===== src/rtl/muldiv_seq_if.sv =====
// Control-unit handshake and operand/result bus for the sequential mul/div unit.
interface muldiv_seq_if #(
  parameter int WIDTH = 32
);
  logic             start;
  logic [3:0]       op;
  logic [WIDTH-1:0] a;
  logic [WIDTH-1:0] b;
  logic             busy;
  logic             done;
  logic             div_by_zero;
  logic [WIDTH-1:0] hi;
  logic [WIDTH-1:0] lo;

  modport master (output start, op, a, b, input busy, done, div_by_zero, hi, lo);
  modport slave  (input start, op, a, b, output busy, done, div_by_zero, hi, lo);
endinterface


===== src/rtl/muldiv_seq.sv =====
// Multi-cycle signed multiply (radix-2 Booth) and signed divide (restoring) feeding HI/LO.
// One iteration per cycle; start/busy/done handshake toward the control unit.
module muldiv_seq #(
  parameter int         WIDTH  = 32,
  parameter logic [3:0] OP_MUL = 4'd10,
  parameter logic [3:0] OP_DIV = 4'd11
) (
  input logic          clock,
  input logic          clear,
  muldiv_seq_if.slave  bus
);
  localparam int CW = $clog2(WIDTH);

  localparam logic [2:0] S_IDLE = 3'd0;
  localparam logic [2:0] S_MUL  = 3'd1;
  localparam logic [2:0] S_DIV  = 3'd2;
  localparam logic [2:0] S_FIX  = 3'd3;
  localparam logic [2:0] S_DONE = 3'd4;

  logic [2:0]       state_q, state_d;
  logic [CW-1:0]    count_q, count_d;
  logic [2*WIDTH:0] acc_q,   acc_d;
  logic             e_q,     e_d;
  // opa: multiplier during MUL, dividend/quotient shift register during DIV
  logic [WIDTH-1:0] opa_q,   opa_d;
  // opb: multiplicand during MUL, divisor magnitude during DIV
  logic [WIDTH-1:0] opb_q,   opb_d;
  logic [WIDTH-1:0] rem_q,   rem_d;
  logic             sa_q,    sa_d;
  logic             sb_q,    sb_d;
  logic [WIDTH-1:0] hi_q,    hi_d;
  logic [WIDTH-1:0] lo_q,    lo_d;
  logic             dbz_q,   dbz_d;

  logic [WIDTH:0]   acc_top, b_ext, booth_sum;
  logic [2*WIDTH:0] booth_sh;
  logic [WIDTH:0]   r_sh, r_diff;
  logic [WIDTH-1:0] q_sh;
  logic             last;

  always_comb begin
    last    = (count_q == CW'(WIDTH-1));

    // Booth step: 33-bit add/sub so b = most-negative needs no special case
    acc_top = acc_q[2*WIDTH:WIDTH];
    b_ext   = {opb_q[WIDTH-1], opb_q};
    case ({opa_q[count_q], e_q})
      2'b10:   booth_sum = acc_top - b_ext;
      2'b01:   booth_sum = acc_top + b_ext;
      default: booth_sum = acc_top;
    endcase
    booth_sh = {booth_sum[WIDTH], booth_sum, acc_q[WIDTH-1:1]};

    // Restoring divide step, MSB of dividend enters the partial remainder
    r_sh    = {rem_q, opa_q[WIDTH-1]};
    r_diff  = r_sh - {1'b0, opb_q};
    q_sh    = {opa_q[WIDTH-2:0], 1'b0};

    state_d = state_q;
    count_d = count_q;
    acc_d   = acc_q;
    e_d     = e_q;
    opa_d   = opa_q;
    opb_d   = opb_q;
    rem_d   = rem_q;
    sa_d    = sa_q;
    sb_d    = sb_q;
    hi_d    = hi_q;
    lo_d    = lo_q;
    dbz_d   = dbz_q;

    case (state_q)
      S_IDLE, S_DONE: begin
        state_d = S_IDLE;
        if (bus.start && bus.op == OP_MUL) begin
          state_d = S_MUL;
          opa_d   = bus.a;
          opb_d   = bus.b;
          acc_d   = '0;
          e_d     = 1'b0;
          count_d = '0;
          dbz_d   = 1'b0;
        end else if (bus.start && bus.op == OP_DIV) begin
          if (bus.b == '0) begin
            state_d = S_DONE;
            hi_d    = bus.a;
            lo_d    = '1;
            dbz_d   = 1'b1;
          end else begin
            state_d = S_DIV;
            opa_d   = bus.a[WIDTH-1] ? -bus.a : bus.a;
            opb_d   = bus.b[WIDTH-1] ? -bus.b : bus.b;
            sa_d    = bus.a[WIDTH-1];
            sb_d    = bus.b[WIDTH-1];
            rem_d   = '0;
            count_d = '0;
            dbz_d   = 1'b0;
          end
        end
      end
      S_MUL: begin
        acc_d   = booth_sh;
        e_d     = opa_q[count_q];
        count_d = count_q + CW'(1);
        if (last) begin
          {hi_d, lo_d} = booth_sh[2*WIDTH-1:0];
          state_d      = S_DONE;
        end
      end
      S_DIV: begin
        opa_d = q_sh;
        rem_d = r_sh[WIDTH-1:0];
        if (!r_diff[WIDTH]) begin
          rem_d    = r_diff[WIDTH-1:0];
          opa_d[0] = 1'b1;
        end
        count_d = count_q + CW'(1);
        if (last) state_d = S_FIX;
      end
      S_FIX: begin
        // remainder follows the dividend's sign; quotient wraps for MIN / -1
        lo_d    = (sa_q ^ sb_q) ? -opa_q : opa_q;
        hi_d    = sa_q ? -rem_q : rem_q;
        state_d = S_DONE;
      end
      default: state_d = S_IDLE;
    endcase
  end

  always_ff @(posedge clock) begin
    if (clear) begin
      state_q <= S_IDLE;
      count_q <= '0;
      acc_q   <= '0;
      e_q     <= 1'b0;
      opa_q   <= '0;
      opb_q   <= '0;
      rem_q   <= '0;
      sa_q    <= 1'b0;
      sb_q    <= 1'b0;
      hi_q    <= '0;
      lo_q    <= '0;
      dbz_q   <= 1'b0;
    end else begin
      state_q <= state_d;
      count_q <= count_d;
      acc_q   <= acc_d;
      e_q     <= e_d;
      opa_q   <= opa_d;
      opb_q   <= opb_d;
      rem_q   <= rem_d;
      sa_q    <= sa_d;
      sb_q    <= sb_d;
      hi_q    <= hi_d;
      lo_q    <= lo_d;
      dbz_q   <= dbz_d;
    end
  end

  assign bus.busy        = (state_q == S_MUL) || (state_q == S_DIV) || (state_q == S_FIX);
  assign bus.done        = (state_q == S_DONE);
  assign bus.div_by_zero = dbz_q;
  assign bus.hi          = hi_q;
  assign bus.lo          = lo_q;
endmodule

===== src/flat_wrapper.sv =====
// flat-port wrapper written by rule: the top's interface ports become plain ports
module muldiv_seq_flat 
#(
  parameter int         WIDTH  = 32,
  parameter logic [3:0] OP_MUL = 4'd10,
  parameter logic [3:0] OP_DIV = 4'd11
)
  (clock, clear, bus_start, bus_op, bus_a, bus_b, bus_busy, bus_done, bus_div_by_zero, bus_hi, bus_lo);
  muldiv_seq_if #(.WIDTH(WIDTH)) bus_i ();
  input logic clock;
  input logic clear;
  input wire logic [$bits(bus_i.start)-1:0] bus_start;
  input wire logic [$bits(bus_i.op)-1:0] bus_op;
  input wire logic [$bits(bus_i.a)-1:0] bus_a;
  input wire logic [$bits(bus_i.b)-1:0] bus_b;
  output wire logic [$bits(bus_i.busy)-1:0] bus_busy;
  output wire logic [$bits(bus_i.done)-1:0] bus_done;
  output wire logic [$bits(bus_i.div_by_zero)-1:0] bus_div_by_zero;
  output wire logic [$bits(bus_i.hi)-1:0] bus_hi;
  output wire logic [$bits(bus_i.lo)-1:0] bus_lo;
  assign bus_i.start = bus_start;
  assign bus_i.op = bus_op;
  assign bus_i.a = bus_a;
  assign bus_i.b = bus_b;
  assign bus_busy = bus_i.busy;
  assign bus_done = bus_i.done;
  assign bus_div_by_zero = bus_i.div_by_zero;
  assign bus_hi = bus_i.hi;
  assign bus_lo = bus_i.lo;
  muldiv_seq #(.WIDTH(WIDTH), .OP_MUL(OP_MUL), .OP_DIV(OP_DIV)) u_core (.clock(clock), .clear(clear), .bus(bus_i));
endmodule

===== config.mk =====
export PLATFORM = sky130hd
export DESIGN_NAME = muldiv_seq_flat
export DESIGN_NICKNAME = d
export VERILOG_FILES = /design/src/rtl/muldiv_seq_if.sv /design/src/rtl/muldiv_seq.sv /design/src/flat_wrapper.sv
export SDC_FILE = /design/constraint.sdc
export NUM_CORES = 1
export LEC_CHECK = 0
export ABC_AREA = 0
export ABC_CLOCK_PERIOD_IN_PS = 5800
export BUFFER_PORTS_ARGS = -buffer_cell sky130_fd_sc_hd__buf_4
export CORE_MARGIN = 8
export CORE_UTILIZATION = 45
export CTS_CLUSTER_DIAMETER = 80
export DETAILED_ROUTE_END_ITERATION = 10
export PLACE_DENSITY = 0.65
export SYNTH_ARGS = -nofsm -noshare
export SYNTH_HDL_FRONTEND = slang
export SYNTH_SLANG_ARGS = --single-unit
export TNS_END_PERCENT = 20

===== constraint.sdc =====
create_clock -name clock -period 5.8 [get_ports clock]
set_input_delay 0.58 -clock clock [delete_from_list [all_inputs] [get_ports clock]]
set_output_delay 0.58 -clock clock [all_outputs]
set_load 0.05 [all_outputs]

==> reports/results.ini <==
[setup_path]
crit_path_cell_trace=mux4_2 -> mux4_2 -> mux2i_1 -> ha_1 -> mux2_2 -> ha_1 -> a21oi_1 -> o22ai_1 -> o211ai_1 -> a21oi_1 -> buf_4 -> o2111ai_1 -> nand2_1 -> a21boi_0 -> xor2_1 -> a211o_1 -> a211oi_1
path_max_fanout=11
crit_slowest_cell=dfxtp_1
cpPeakStageDelay_ps=600
crit_buf_inv=1
cp.required_ps=6290
crit_arrival_ps=5880
endpoint_kind=flop
criticalPathCategory=reg -> reg
critPathLaunchType=flop
crit_family=compound AO/OA/AOI/OAI gates

[synth]
synth.avg_cell_area_um2=7.84
synth_xor_area_frac=0.107
synth.distinct_cells=80
synth_top_family_by_area=compound AO/OA/AOI/OAI gates
async_reset_ff_frac=0
yosys.area_share.simple=0.200
synth_area_um2=16300
synth.area.mux_share=0.0370
ys_seq_area_frac=0.288
synthTopCellsByArea=dfxtp_1 (29%), nor2_1 (6.7%), xnor2_1 (6.5%), ha_1 (5.6%), nand2_1 (4.1%)
syn_nets=2228
synth-edff-count=0
ys.flop_type=dfxtp_1
synthAdderAreaFrac=0.0584
ys.warnings.count=0
synth_compound_area_frac=0.265
synth_top_cells_by_count=nor2_1 (293), dfxtp_1 (235), nand2_1 (180)
synthCells=2082
yosys.area.top_type_share=0.288
ys_ff_latch=235
synth_most_common_cell=nor2_1
synth_area_leader_cell=dfxtp_1

[final_layout]
fin_area_um2=18600
drive_gt1_frac=0.122
final-seq-area_um2=4710
syn_to_final_growth_pct=14.0
antenna_cells=0
multiInputGateArea_um2=10900
num-fill-cells=3429
final_core_util=0.522
final_nets=2299

[power_and_ir_drop]
seq_power_share=0.371
clockPowerShare=0.392
p_int_mw=3.11
swShare=0.311
power_switching_mw=1.40
p_leak_nw=7.31
p_comb_frac=0.237
totalPowerFinal_mw=4.52
peakVddDrop_mv=0.236
pwr_density_cell_nw_per_um2=243

[clocking]
insertion_delay_ps=570
cts.reportedPaths.clkPinSlew_ps=60
cts.htree.levels=1
post_cts_buffers=0
cts_resized=0
cts_root_buf=clkbuf_16
holdBufCountCts=0
ctsLongestPathBuffers=3
cts_sinks=235
cts_tree=yes
cts_buffers=28

[placed_design]
postPlaceCellArea_um2=17700
portBuffers=137
place_congestion=0.914
hpwlAfterDp_um=42900
dp_slack_ps=475

[routing]
via_count=16100
ant_nets=0
wire_per_inst_um=21.3
avgViaCountPerCell=6.12
routed_wl_um=56200
drt_iter0_markers=1301
drc=0
firstDrtPassIters=5

[floorplanning]
die_h_um=206
fp-row-count=69
num_io_pins=138
die_area_um2=42600
fp.dieW_um=206
initial_utilization=0.458
core_um2=35700

[sta]
rsz0062_at_grt=false
setup_violations=0
finalCriticalPeriod_ps=5390
fin_tns_setup_ps=0
fmax_mhz=186
fin_ws_ps=411
tightest_slew_ps=1080
clock_skew_ps=29.1
hold_viol_final=0
timing.slew.headroom=0.280
fin_crit_sh=0.929
finalMaxSlewViolations=0

[outcome]
status=complete, no violations

[job]
maxCapViolations=0

[grt]
gr-total-overflow=0
antenna_found_initial=0
grt_usage=0.256
grt_max_degree=80
grt_pass1_wl_um=86800
grt_pass1_vias=15400

[worst_hold_path]
hp-class=in -> reg

-- sequential cells by signal, summed over array words and instances, names as in the netlist --
register                cells
u_core.rem_q               32
u_core.e_q                  1
u_core.opb_q               32
u_core.sb_q                 1
u_core.bus.lo              32
u_core.sa_q                 1
u_core.bus.div_by_zero      1
u_core.acc_q               63
u_core.opa_q               32
u_core.bus.hi              32
u_core.state_q              3
u_core.count_q              5
-- per-layer routing --
metal  global-route usage  part of all wire  vias up
met4                0.131             0.054        0
met5                    0                 0        -
met3               0.0420             0.064      122
met2                0.418              0.45      553
met1                0.323              0.43     7677
li1                     -                 -     7755
-- worst min-delay path: stages --
cell     delay [ps]
buf_4           130
nand3_1          60
a21oi_1          50
-- cell usage in the layout (no fill, tap or decap), drive strengths merged, types with 58 or more instances in the layout --
cell / instances
nor2: 293
o21ai: 138
a211oi: 58
buf: 169
a21oi: 130
ha: 73
dfxtp: 235
nand2: 180
xor2: 76
xnor2: 123
-- layout make-up --
| class | instances | area share |
|---|---|---|
| clock buffer | 41 | 0.0430 |
| tap | 461 | 0.0310 |
| multi-input combinational | 1663 | 0.587 |
| sequential | 235 | 0.253 |
| clock inverter | 8 | 0.00639 |
| timing repair buffer | 169 | 0.0684 |
| inverter | 56 | 0.0113 |
-- metrics by stage --
step	hold WS, ps	cells
2_1_floorplan	436	2082
3_3_place_gp	470	2584
3_5_place_dp	479	2584
4_1_cts	281	2633
5_1_grt	297	2633
6_report	296	2633
-- power by group through the flow --
stage	clock network [mW]	registers [mW]	logic, mW
final	1.77	1.67	1.07
after global routing	1.86	1.68	1.17
after CTS	1.80	1.67	1.06
after detailed placement	0	1.71	1.06
after global placement	0	1.71	1.05
after floorplan	0	1.70	0.779
-- kinds of logic after synthesis --
| family | after synthesis |
|---|---|
| mux | 47 |
| flops | 235 |
| compound gates | 635 |
| xor+xnor | 199 |
| fa+ha+maj | 75 |
| simple gates | 707 |
| buf+inv | 184 |
-- worst paths after layout --
path,slack (ps),from,cells past startpoint,endpoint
max reg2reg,410,u_core.count_q[1],17,u_core.bus.hi[26]
min reg2reg,480,u_core.acc_q[26],2,u_core.acc_q[26]
min,300,bus_op[0],3,u_core.bus.div_by_zero
max,410,u_core.count_q[1],17,u_core.bus.hi[26]
(Power assumes the default switching activity.)
